`src/rtl/hazard_scoreboard_pkg.sv`:
```
`default_nettype none
// ============================================================================
//  Module   : hazard_scoreboard_pkg
//  Brief    : Shared types and helpers for the hazard/forwarding scoreboard.
//  Revision : 1.0 - initial release
// ============================================================================
package hazard_scoreboard_pkg;

   localparam int SB_REG_ADDR_W = 8;
   localparam int SB_FWD_SEL_W  = 8;

   typedef logic [SB_REG_ADDR_W-1:0] sb_reg_t;
   typedef logic [SB_FWD_SEL_W-1:0]  fwd_sel_t;

   typedef struct packed {
      logic    valid;
      sb_reg_t rd;
      sb_reg_t rs1;
      sb_reg_t rs2;
      logic    use_rs1;
      logic    use_rs2;
      logic    reg_write;
      logic    is_load;
   } sb_entry_t;

   typedef enum logic [1:0] {
      CTL_RUN      = 2'd0,
      CTL_FREEZE   = 2'd1,
      CTL_REDIRECT = 2'd2,
      CTL_LOAD_USE = 2'd3
   } ctl_mode_t;

   // x0 is hard-wired, so a write to it never produces a value.
   function automatic logic writes_reg(sb_entry_t e, sb_reg_t src);
      return e.valid && e.reg_write && (e.rd != '0) && (e.rd == src);
   endfunction

endpackage
`default_nettype wire

```
`src/rtl/hazard_scoreboard_if.sv`:
```
`default_nettype none
// ============================================================================
//  Module   : hazard_scoreboard_if
//  Brief    : Decode/control bundle between the pipeline and the hazard unit.
//  Revision : 1.0 - initial release
// ============================================================================
interface hazard_scoreboard_if #(
   parameter int NUM_STAGES = 5,
   parameter int REG_ADDR_W = 5,
   parameter int FWD_SEL_W  = $clog2(NUM_STAGES),
   parameter int COUNT_W    = 16
);
   logic                  dec_valid;
   logic [REG_ADDR_W-1:0] dec_rs1;
   logic [REG_ADDR_W-1:0] dec_rs2;
   logic                  dec_use_rs1;
   logic                  dec_use_rs2;
   logic [REG_ADDR_W-1:0] dec_rd;
   logic                  dec_reg_write;
   logic                  dec_is_load;
   logic                  ex_redirect;
   logic                  mem_stall;
   logic                  freeze;
   logic                  stall_f;
   logic                  stall_d;
   logic                  flush_d;
   logic                  flush_e;
   logic [FWD_SEL_W-1:0]  fwd_a_sel;
   logic [FWD_SEL_W-1:0]  fwd_b_sel;
   logic [COUNT_W-1:0]    stall_cycles;
   logic [COUNT_W-1:0]    flush_count;

   modport master (
      output dec_valid, dec_rs1, dec_rs2, dec_use_rs1, dec_use_rs2,
             dec_rd, dec_reg_write, dec_is_load, ex_redirect, mem_stall,
      input  freeze, stall_f, stall_d, flush_d, flush_e,
             fwd_a_sel, fwd_b_sel, stall_cycles, flush_count
   );

   modport slave (
      input  dec_valid, dec_rs1, dec_rs2, dec_use_rs1, dec_use_rs2,
             dec_rd, dec_reg_write, dec_is_load, ex_redirect, mem_stall,
      output freeze, stall_f, stall_d, flush_d, flush_e,
             fwd_a_sel, fwd_b_sel, stall_cycles, flush_count
   );
endinterface
`default_nettype wire

```
`src/rtl/hazard_scoreboard_sat_counter.sv`:
```
`default_nettype none
// ============================================================================
//  Module   : sat_counter
//  Brief    : Up-counter that sticks at all-ones; synchronous clear.
//  Revision : 1.0 - initial release
// ============================================================================
module sat_counter #(
   parameter int WIDTH = 16
) (
   input  logic             clk,
   input  logic             clear_i,
   input  logic             inc_i,
   output logic [WIDTH-1:0] count_o
);
   logic [WIDTH-1:0] count_q;
   logic [WIDTH-1:0] count_d;

   always_comb begin
      count_d = count_q;
      if (inc_i && (count_q != '1)) begin
         count_d = count_q + WIDTH'(1);
      end
   end

   always_ff @(posedge clk) begin
      if (clear_i) begin
         count_q <= '0;
      end else begin
         count_q <= count_d;
      end
   end

   assign count_o = count_q;
endmodule
`default_nettype wire

```
`src/rtl/hazard_scoreboard.sv`:
```
`default_nettype none
// ============================================================================
//  Module   : hazard_scoreboard
//  Brief    : Depth-parametrised hazard, forwarding and stall/flush control.
//  Revision : 1.0 - initial release
// ============================================================================
module hazard_scoreboard
   import hazard_scoreboard_pkg::*;
#(
   parameter int NUM_STAGES       = 5,
   parameter int EX_STAGE         = 2,
   parameter int LOAD_READY_STAGE = 4,
   parameter int REG_ADDR_W       = 5,
   parameter int FWD_SEL_W        = $clog2(NUM_STAGES),
   parameter int COUNT_W          = 16
) (
   input  logic                clk,
   input  logic                reset,
   hazard_scoreboard_if.slave  bus
);
   localparam int LAST = NUM_STAGES - 1;

   if (!((EX_STAGE >= 1) && (EX_STAGE < LOAD_READY_STAGE) && (LOAD_READY_STAGE <= LAST)))
   begin : g_bad_stage_order
      $error("hazard_scoreboard: need 1 <= EX_STAGE < LOAD_READY_STAGE <= NUM_STAGES-1");
   end
   if ((REG_ADDR_W > SB_REG_ADDR_W) || (FWD_SEL_W < $clog2(NUM_STAGES)))
   begin : g_bad_widths
      $error("hazard_scoreboard: REG_ADDR_W too wide or FWD_SEL_W too narrow");
   end

   sb_entry_t            entry_q [EX_STAGE:LAST];
   sb_entry_t            entry_d [EX_STAGE:LAST];
   sb_entry_t            dec_entry;
   logic                 load_use;
   ctl_mode_t            mode;
   logic [FWD_SEL_W-1:0] fwd_a;
   logic [FWD_SEL_W-1:0] fwd_b;

   always_comb begin
      dec_entry           = '0;
      dec_entry.valid     = bus.dec_valid;
      dec_entry.rd        = sb_reg_t'(bus.dec_rd);
      dec_entry.rs1       = sb_reg_t'(bus.dec_rs1);
      dec_entry.rs2       = sb_reg_t'(bus.dec_rs2);
      dec_entry.use_rs1   = bus.dec_use_rs1;
      dec_entry.use_rs2   = bus.dec_use_rs2;
      dec_entry.reg_write = bus.dec_reg_write;
      dec_entry.is_load   = bus.dec_is_load;
   end

   // A load still short of LOAD_READY_STAGE one cycle from now cannot feed EX.
   always_comb begin
      load_use = 1'b0;
      for (int s = EX_STAGE; s <= LAST; s++) begin
         if (dec_entry.valid && entry_q[s].is_load && (s + 1 < LOAD_READY_STAGE) &&
             ((dec_entry.use_rs1 && writes_reg(entry_q[s], dec_entry.rs1)) ||
              (dec_entry.use_rs2 && writes_reg(entry_q[s], dec_entry.rs2)))) begin
            load_use = 1'b1;
         end
      end
   end

   always_comb begin
      mode = CTL_RUN;
      if (bus.mem_stall) begin
         mode = CTL_FREEZE;
      end else if (bus.ex_redirect) begin
         mode = CTL_REDIRECT;
      end else if (load_use) begin
         mode = CTL_LOAD_USE;
      end
   end

   always_comb begin
      bus.freeze  = 1'b0;
      bus.stall_f = 1'b0;
      bus.stall_d = 1'b0;
      bus.flush_d = 1'b0;
      bus.flush_e = 1'b0;
      case (mode)
         CTL_FREEZE: begin
            bus.freeze  = 1'b1;
            bus.stall_f = 1'b1;
            bus.stall_d = 1'b1;
         end
         CTL_REDIRECT: begin
            bus.flush_d = 1'b1;
            bus.flush_e = 1'b1;
         end
         CTL_LOAD_USE: begin
            bus.stall_f = 1'b1;
            bus.stall_d = 1'b1;
            bus.flush_e = 1'b1;
         end
         default: ;
      endcase
   end

   always_comb begin
      for (int s = EX_STAGE; s <= LAST; s++) begin
         entry_d[s] = entry_q[s];
      end
      if (mode != CTL_FREEZE) begin
         for (int s = EX_STAGE + 1; s <= LAST; s++) begin
            entry_d[s] = entry_q[s-1];
         end
         entry_d[EX_STAGE] = (mode == CTL_RUN) ? dec_entry : '0;
      end
   end

   always_ff @(posedge clk) begin
      for (int s = EX_STAGE; s <= LAST; s++) begin
         if (reset) begin
            entry_q[s] <= '0;
         end else begin
            entry_q[s] <= entry_d[s];
         end
      end
   end

   // Scan oldest to youngest so the nearest producer overwrites the select.
   always_comb begin
      fwd_a = '0;
      fwd_b = '0;
      if (entry_q[EX_STAGE].valid) begin
         for (int k = LAST - EX_STAGE; k >= 1; k--) begin
            if (!entry_q[EX_STAGE+k].is_load || (EX_STAGE + k >= LOAD_READY_STAGE)) begin
               if (entry_q[EX_STAGE].use_rs1 &&
                   writes_reg(entry_q[EX_STAGE+k], entry_q[EX_STAGE].rs1)) begin
                  fwd_a = FWD_SEL_W'(k);
               end
               if (entry_q[EX_STAGE].use_rs2 &&
                   writes_reg(entry_q[EX_STAGE+k], entry_q[EX_STAGE].rs2)) begin
                  fwd_b = FWD_SEL_W'(k);
               end
            end
         end
      end
   end

   assign bus.fwd_a_sel = fwd_a;
   assign bus.fwd_b_sel = fwd_b;

   sat_counter #(.WIDTH(COUNT_W)) u_stall_cnt (
      .clk     (clk),
      .clear_i (reset),
      .inc_i   (bus.stall_d),
      .count_o (bus.stall_cycles)
   );

   sat_counter #(.WIDTH(COUNT_W)) u_flush_cnt (
      .clk     (clk),
      .clear_i (reset),
      .inc_i   (bus.flush_d),
      .count_o (bus.flush_count)
   );
endmodule
`default_nettype wire

```
`src/flat_wrapper.sv`:
```
// flat-port wrapper written by rule: the top's interface ports become plain ports
module hazard_scoreboard_flat import hazard_scoreboard_pkg::*;
#(
   parameter int NUM_STAGES       = 5,
   parameter int EX_STAGE         = 2,
   parameter int LOAD_READY_STAGE = 4,
   parameter int REG_ADDR_W       = 5,
   parameter int FWD_SEL_W        = $clog2(NUM_STAGES),
   parameter int COUNT_W          = 16
)
  (clk, reset, bus_dec_valid, bus_dec_rs1, bus_dec_rs2, bus_dec_use_rs1, bus_dec_use_rs2, bus_dec_rd, bus_dec_reg_write, bus_dec_is_load, bus_ex_redirect, bus_mem_stall, bus_freeze, bus_stall_f, bus_stall_d, bus_flush_d, bus_flush_e, bus_fwd_a_sel, bus_fwd_b_sel, bus_stall_cycles, bus_flush_count);
  hazard_scoreboard_if #(.NUM_STAGES(NUM_STAGES), .REG_ADDR_W(REG_ADDR_W), .FWD_SEL_W(FWD_SEL_W), .COUNT_W(COUNT_W)) bus_i ();
  input  logic clk;
  input  logic reset;
  input wire logic [$bits(bus_i.dec_valid)-1:0] bus_dec_valid;
  input wire logic [$bits(bus_i.dec_rs1)-1:0] bus_dec_rs1;
  input wire logic [$bits(bus_i.dec_rs2)-1:0] bus_dec_rs2;
  input wire logic [$bits(bus_i.dec_use_rs1)-1:0] bus_dec_use_rs1;
  input wire logic [$bits(bus_i.dec_use_rs2)-1:0] bus_dec_use_rs2;
  input wire logic [$bits(bus_i.dec_rd)-1:0] bus_dec_rd;
  input wire logic [$bits(bus_i.dec_reg_write)-1:0] bus_dec_reg_write;
  input wire logic [$bits(bus_i.dec_is_load)-1:0] bus_dec_is_load;
  input wire logic [$bits(bus_i.ex_redirect)-1:0] bus_ex_redirect;
  input wire logic [$bits(bus_i.mem_stall)-1:0] bus_mem_stall;
  output wire logic [$bits(bus_i.freeze)-1:0] bus_freeze;
  output wire logic [$bits(bus_i.stall_f)-1:0] bus_stall_f;
  output wire logic [$bits(bus_i.stall_d)-1:0] bus_stall_d;
  output wire logic [$bits(bus_i.flush_d)-1:0] bus_flush_d;
  output wire logic [$bits(bus_i.flush_e)-1:0] bus_flush_e;
  output wire logic [$bits(bus_i.fwd_a_sel)-1:0] bus_fwd_a_sel;
  output wire logic [$bits(bus_i.fwd_b_sel)-1:0] bus_fwd_b_sel;
  output wire logic [$bits(bus_i.stall_cycles)-1:0] bus_stall_cycles;
  output wire logic [$bits(bus_i.flush_count)-1:0] bus_flush_count;
  assign bus_i.dec_valid = bus_dec_valid;
  assign bus_i.dec_rs1 = bus_dec_rs1;
  assign bus_i.dec_rs2 = bus_dec_rs2;
  assign bus_i.dec_use_rs1 = bus_dec_use_rs1;
  assign bus_i.dec_use_rs2 = bus_dec_use_rs2;
  assign bus_i.dec_rd = bus_dec_rd;
  assign bus_i.dec_reg_write = bus_dec_reg_write;
  assign bus_i.dec_is_load = bus_dec_is_load;
  assign bus_i.ex_redirect = bus_ex_redirect;
  assign bus_i.mem_stall = bus_mem_stall;
  assign bus_freeze = bus_i.freeze;
  assign bus_stall_f = bus_i.stall_f;
  assign bus_stall_d = bus_i.stall_d;
  assign bus_flush_d = bus_i.flush_d;
  assign bus_flush_e = bus_i.flush_e;
  assign bus_fwd_a_sel = bus_i.fwd_a_sel;
  assign bus_fwd_b_sel = bus_i.fwd_b_sel;
  assign bus_stall_cycles = bus_i.stall_cycles;
  assign bus_flush_count = bus_i.flush_count;
  hazard_scoreboard #(.NUM_STAGES(NUM_STAGES), .EX_STAGE(EX_STAGE), .LOAD_READY_STAGE(LOAD_READY_STAGE), .REG_ADDR_W(REG_ADDR_W), .FWD_SEL_W(FWD_SEL_W), .COUNT_W(COUNT_W)) u_core (.clk(clk), .reset(reset), .bus(bus_i));
endmodule
```
`config.mk`:
```
export PLATFORM = sky130hd
export DESIGN_NAME = hazard_scoreboard_flat
export DESIGN_NICKNAME = d
export VERILOG_FILES = /design/src/rtl/hazard_scoreboard_pkg.sv /design/src/rtl/hazard_scoreboard_if.sv /design/src/rtl/hazard_scoreboard_sat_counter.sv /design/src/rtl/hazard_scoreboard.sv /design/src/flat_wrapper.sv
export SDC_FILE = /design/constraint.sdc
export NUM_CORES = 1
export LEC_CHECK = 0
export CORE_UTILIZATION = 57
export CTS_BUF_LIST = sky130_fd_sc_hd__clkbuf_8
export DETAILED_ROUTE_END_ITERATION = 10
export GPL_TIMING_DRIVEN = 0
export PLACE_DENSITY = 0.94
export SLEW_MARGIN = 30
export SYNTH_ARGS = -nofsm -noshare
export SYNTH_HDL_FRONTEND = slang
export SYNTH_SLANG_ARGS = --single-unit
```
`constraint.sdc`:
```
create_clock -name clk -period 2.77 [get_ports clk]
set_input_delay 0.277 -clock clk [delete_from_list [all_inputs] [get_ports clk]]
set_output_delay 0.277 -clock clk [all_outputs]
set_load 0.02 [all_outputs]
```
After elaboration in Yosys (flattened, before gate mapping)
Memory sizes are Yosys's and may differ from the RTL's.
Cells that the tools add are included.

storage, ports and cells
  input port bits = 24
  memories = 1
  bits in writable memories = 87
  flip-flop bits (word level) = 32

memory list
  name            depth  bits a word  read ports  clocked after Yosys merged registers in  write ports  RTL line                 source
  u_core.entry_q  3      29           3           0                                        3            hazard_scoreboard.sv:32  sb_entry_t entry_q [EX_STAGE:LAST];

operators by class
  bitwise gates (word level) = 3
  $add $sub $neg = 2
  mux-type cells = 24
  equality and inequality tests = 12
  reduce and logical (&&, ||, !) cells = 29

operators with widths
  kind                   count
  $mux 29                4
  $mux 87                1
  $add 16x1->16 const B  2
  $eq 8x8->1             4
  $ne 16x16->1 const B   2
  $reduce_bool 8->1      3
  $logic_and 1x1->1      22
  $eq 8x5->1             2
  $mux 2                 7
  $mux 3                 4
  $mux 1                 8
  $eq 2x2->1 const B     2
  $reduce_or 2->1        2
  $or 1x1->1             3
  $eq 2x1->1 const B     1
  $logic_not 2->1        1
  $ne 2x1->1 const B     1
  $logic_or 1x1->1       1

Longest topological paths before layout
An unclocked memory read counts as a cell.

  depth in word-level cells = 15
  gate-level depth with buffers = 9

Cells and area by module
A second synthesis with hierarchy kept.

unflattened totals
  cell total of the unflattened synthesis = 423
  area, all modules = 3,682.3 um^2

by module, submodules not included
  module             area each (um^2)  sequential area each (um^2)  cells each  times used
  hazard_scoreboard  1,985.7           700.7                        225         1
  sat_counter        848.3             320.3                        99          2

Worst setup path before layout
Ideal clock, no wire load.

  kind = register to register
  from = register u_core.u_stall_cnt.count_q[0], in the netlist u_core.u_stall_cnt.count_o[0]
  to = register u_core.u_stall_cnt.count_q[1], in the netlist u_core.u_stall_cnt.count_o[1]
  arrival time = 1.810 ns
  data required time = 2.642 ns
  stages on the path, launching flop included = 10
  setup time = 0.128 ns
  path slack = 0.832 ns
  buffers on the path = 2
  cells stage by stage = dfxtp_1 ha_1 nand4_1 nor4_4 nor3b_2 a21oi_2 buf_6 buf_8 mux2i_1 nor2_1

on the way
  longest elaborated chain between the ends = 2
  elaborated cells on any way between the ends = 3
  classes of those cells = add/sub (1); eq/ne (1); reduce/logical (1)

ends and longest elaborated chain
  item                                                                   RTL line                             source
  from (decl)                                                            hazard_scoreboard_sat_counter.sv:15  logic [WIDTH-1:0] count_q;
  from (signal assigned)                                                 hazard_scoreboard_sat_counter.sv:29  count_q <= count_d;
  parallel branches: the longest is 2 deep, another holds $add 16x1->16  n/a

Several ways; the timed one is not identified.
A chain may end at the register's enable or synchronous reset.

Final worst setup path
  from = input bus_dec_rs2[4]
  to = output bus_stall_f

on the way
  longest elaborated chain between the ends = 12
  elaborated cells on any way between the ends = 13
  classes of those cells = eq/ne (3); mux (5); reduce/logical (5)

ends and longest elaborated chain
  item                                             RTL line                     source
  from (decl)                                      flat_wrapper.sv:17           input wire logic [$bits(bus_i.dec_rs2)-1:0] bus_dec_rs2;
  $eq 8x5->1 *                                     hazard_scoreboard_pkg.sv:35  return e.valid && e.reg_write && (e.rd != '0) && (e.rd == src);
  $logic_and 1x1->1 *                              hazard_scoreboard_pkg.sv:35
  $logic_and 1x1->1 *                              hazard_scoreboard.sv:58      (dec_entry.use_rs2 && writes_reg(entry_q[s], dec_entry.rs2)))) begin
  $logic_or 1x1->1 *                               hazard_scoreboard.sv:57      ((dec_entry.use_rs1 && writes_reg(entry_q[s], dec_entry.rs1)) ||
  $logic_and 1x1->1 *                              hazard_scoreboard.sv:56      if (dec_entry.valid && entry_q[s].is_load && (s + 1 < LOAD_READY_STAGE) &&
  $mux 1 *                                         hazard_scoreboard.sv:56
  $mux 2 *                                         hazard_scoreboard.sv:70      end else if (load_use) begin
  $mux 2 *                                         hazard_scoreboard.sv:68      end else if (bus.ex_redirect) begin
  $mux 2 *                                         hazard_scoreboard.sv:66      if (bus.mem_stall) begin
  $eq 2x1->1 / $eq 2x2->1 (equally long branches)  hazard_scoreboard.sv:81      case (mode)
  $reduce_or 2->1 (no line) *                      n/a
  $mux 1 *                                         hazard_scoreboard.sv:81
  to (decl)                                        flat_wrapper.sv:26           output wire logic [$bits(bus_i.stall_f)-1:0] bus_stall_f;

Every way passes the cells marked *; elsewhere a longest branch is shown, timed or not.

==> run_results.csv <==
group,metric,value,unit
finish,final-instance-count-excl-fill,513,
logic_synthesis,synth-simple-area-share,23.4,%
finish,nFillCells,375,
finish,layout.nets,465,
clock_tree,clk_latency,0.34,ns
finish,final_area,0.00413,mm2
route,wire_per_inst,15.7,um
finish,seq_area,0.00135,mm2
placement,buffer_ports.inserted,64,
clock_tree,clk_pin_slew_worst_paths,0.07,ns
finish,multi_input_area,0.00174,mm2
timing,finalCritPeriodShare,95.7,%
route,viasPerCell,5.87,
worst_setup_path,critPathKind,"in2out",
route,ant_nets,0,
timing,hold_viol_final,0,
finish,syn_to_final_growth,28.7,%
placement,dp_slack,0.00798,ns
timing,fmax,377,MHz
clock_tree,cts_buffer_depth,2,
grt,grt_max_degree,11,
clock_tree,root_buffer,"clkbuf_8",
finish,diodes,0,
logic_synthesis,syn_inst,363,
logic_synthesis,ys_seq_area_share,41.8,%
hold_path,hp-class,"reg2reg",
timing,tightest_slew,0.608,ns
route,vias,3011,
finish,final_core_util,78.4,%
grt,antenna_found_initial,0,
die,start_util,60.9,%
grt,grt_pass1_vias,2854,
logic_synthesis,synth_top_family_by_area,"simple AND/OR/NAND/NOR gates",
placement,placedCellCount,498,
clock_tree,cts_buffers,9,
worst_setup_path,end_kind,"primary output",
timing,fin_worst_skew,0.00557,ns
timing,min_period,2.65,ns
placement,hpwlAfterDp,5830,um
placement,place_area,0.00394,mm2
route,drc,0,
timing,fin_tns_setup,0,ns
run_status,status,"finished, final reports clean",
power,power_leakage,1.59,nW
timing,relSlewSlack,59.5,%
die,io_pins,67,
logic_synthesis,ys.flop_type,"dfxtp_1",
logic_synthesis,ys_warn_count,0,
power,peakVddDrop,0.000441,V
timing,fin_ws,0.119,ns
die,die_y,77.1,um
finish,layout_commonest_cell,"clkdlybuf4s50_1",
logic_synthesis,synth_compound_area_share,12.4,%
logic_synthesis,synthesis.area,0.00321,mm2
worst_setup_path,critPathLaunchType,"primary input",
finish,final_cell_mix,"clkdlybuf4s50_1, dfxtp_1, nor2_1",
worst_setup_path,arrival,2.37,ns
logic_synthesis,synth_edf_count,0,
power,power_density,475,mW/mm2
clock_tree,htreeDepth,3,
logic_synthesis,synth_mux_area_share,5.30,%
timing,finalSetupViolations,0,
logic_synthesis,yosys_register_bits,67,
die,rows,26,
route,wl,8060,um
clock_tree,cts_sinks,67,
worst_setup_path,crit_required,2.49,ns
worst_setup_path,critPathMaxFanout,4,
die,die_area,0.00594,mm2
route,drt_pass1_iterations,5,
die,coreArea,0.00527,mm2
finish,drive_above_1_share,8.13,%
route,drt_iter0_markers,222,
logic_synthesis,yosysUniqueCellTypes,44,
clock_tree,postCtsSetupRepairBufs,0,
worst_setup_path,r2r_slack,0.77,ns
grt,grtUsageTotal,28.2,%
timing,drv_slew,0,
die,die_w,77.1,um
run,max_cap_viol_count,0,
logic_synthesis,synthAdderAreaFrac,0.779,%
logic_synthesis,synth_xor_area_share,12.0,%
grt,grt_overflow,0,
logic_synthesis,synthArstFlopShare,0,%
grt,grt_pass1_wl,13200,um
timing,rsz0062_at_grt,"no",
clock_tree,cts_tree,"yes",
clock_tree,cts_hold_repair.buffers,0,
logic_synthesis,avgSynthCellArea,8.85,um2
placement,gp_congestion,0.896,
[critical path: stages]
cell,delay (ns)
clkdlybuf4s50_1,0.50
xnor2_1,0.13
nand4_1,0.13
o22ai_2,0.29
nand2_1,0.10
o21bai_2,0.21
buf_4,0.15
clkdlybuf4s50_1,0.59
[metrics by stage]
stage | power, mW | hold WS, ns
3_3_place_gp | 1.23 | 0.481
5_1_grt | 2.03 | 0.541
4_1_cts | 1.97 | 0.505
2_1_floorplan | 1.15 | 0.421
6_report | 1.96 | 0.507
3_5_place_dp | 1.24 | 0.489
[sequential cells by signal (all words and copies together), names as in the netlist]
name and flops:
u_core.u_stall_cnt.count_o 16, u_core.u_flush_cnt.count_o 16, u_core.entry_q 35
[cells in the mapped netlist (all sizes together) (12+ instances only)]
| cell type | n | area (um2) |
|---|---|---|
| dfxtp | 67 | 1340 |
| xor2 | 23 | 201 |
| o21ai | 13 | 65.1 |
| xnor2 | 21 | 184 |
| buf | 12 | 86.3 |
| nand3 | 15 | 75.1 |
| a21oi | 18 | 105 |
| nor2 | 60 | 225 |
| or3 | 12 | 75.1 |
| mux2i | 17 | 170 |
| nand2 | 14 | 52.6 |
| a22oi | 20 | 150 |
| nand4 | 13 | 87.6 |
[cell type report]
class / instances / area share [%]
inverter: 4 / 0.363
clock inverter: 6 / 1.24
tap: 70 / 2.12
clock buffer: 9 / 3.00
multi-input combinational: 272 / 42.2
timing repair buffer: 64 / 15.6
sequential: 67 / 32.6
buffer: 21 / 2.94
[logic make-up after synthesis]
| logic type | count (synthesis) |
|---|---|
| AO/OA/AOI/OAI | 60 |
| multiplexers | 17 |
| XOR/XNOR | 44 |
| adder cells (fa/ha/maj) | 2 |
| flip-flops | 67 |
| other | 1 |
| buffers and inverters | 25 |
| AND/OR/NAND/NOR | 147 |
[final timing paths]
check | from | to | depth (start not counted)
min reg2reg | u_core.entry_q[4][28]$_SDFFE_PP0P_ | u_core.entry_q[4][28]$_SDFFE_PP0P_ | 2
min | u_core.entry_q[4][28]$_SDFFE_PP0P_ | u_core.entry_q[4][28]$_SDFFE_PP0P_ | 2
max | bus_dec_rs2[4] | bus_stall_f | 8
max reg2reg | u_core.entry_q[2][28]$_SDFFE_PP0P_ | u_core.u_stall_cnt.count_o[12]$_SDFFE_PP0P_ | 7
[routing by layer]
| metal | routed length [um] | part of all wire, % | GRT usage, % | vias to the layer above |
|---|---|---|---|---|
| met4 | 252 | 3.1 | 16.2 | 0 |
| met2 | 3900 | 48 | 47.2 | 123 |
| met5 | 0 | 0 | 0 | - |
| met3 | 572 | 7.1 | 5.60 | 30 |
| li1 | - | - | - | 1439 |
| met1 | 3340 | 41 | 33.5 | 1419 |
[repair_timing]
| item | CTS | global route |
|---|---|---|
| resized for setup | 2 | 6 |
| endpoints found under the setup margin | 1 | 3 |
| hold endpoints to repair | 0 | 0 |
[power breakdown]
part	internal [mW]	leakage, nW	switching (mW)
Clock	0.398	0.103	0.346
Sequential	0.983	0.545	0.0257
Combinational	0.102	0.945	0.108
Note: power is estimated with default switching activity, not from simulation.
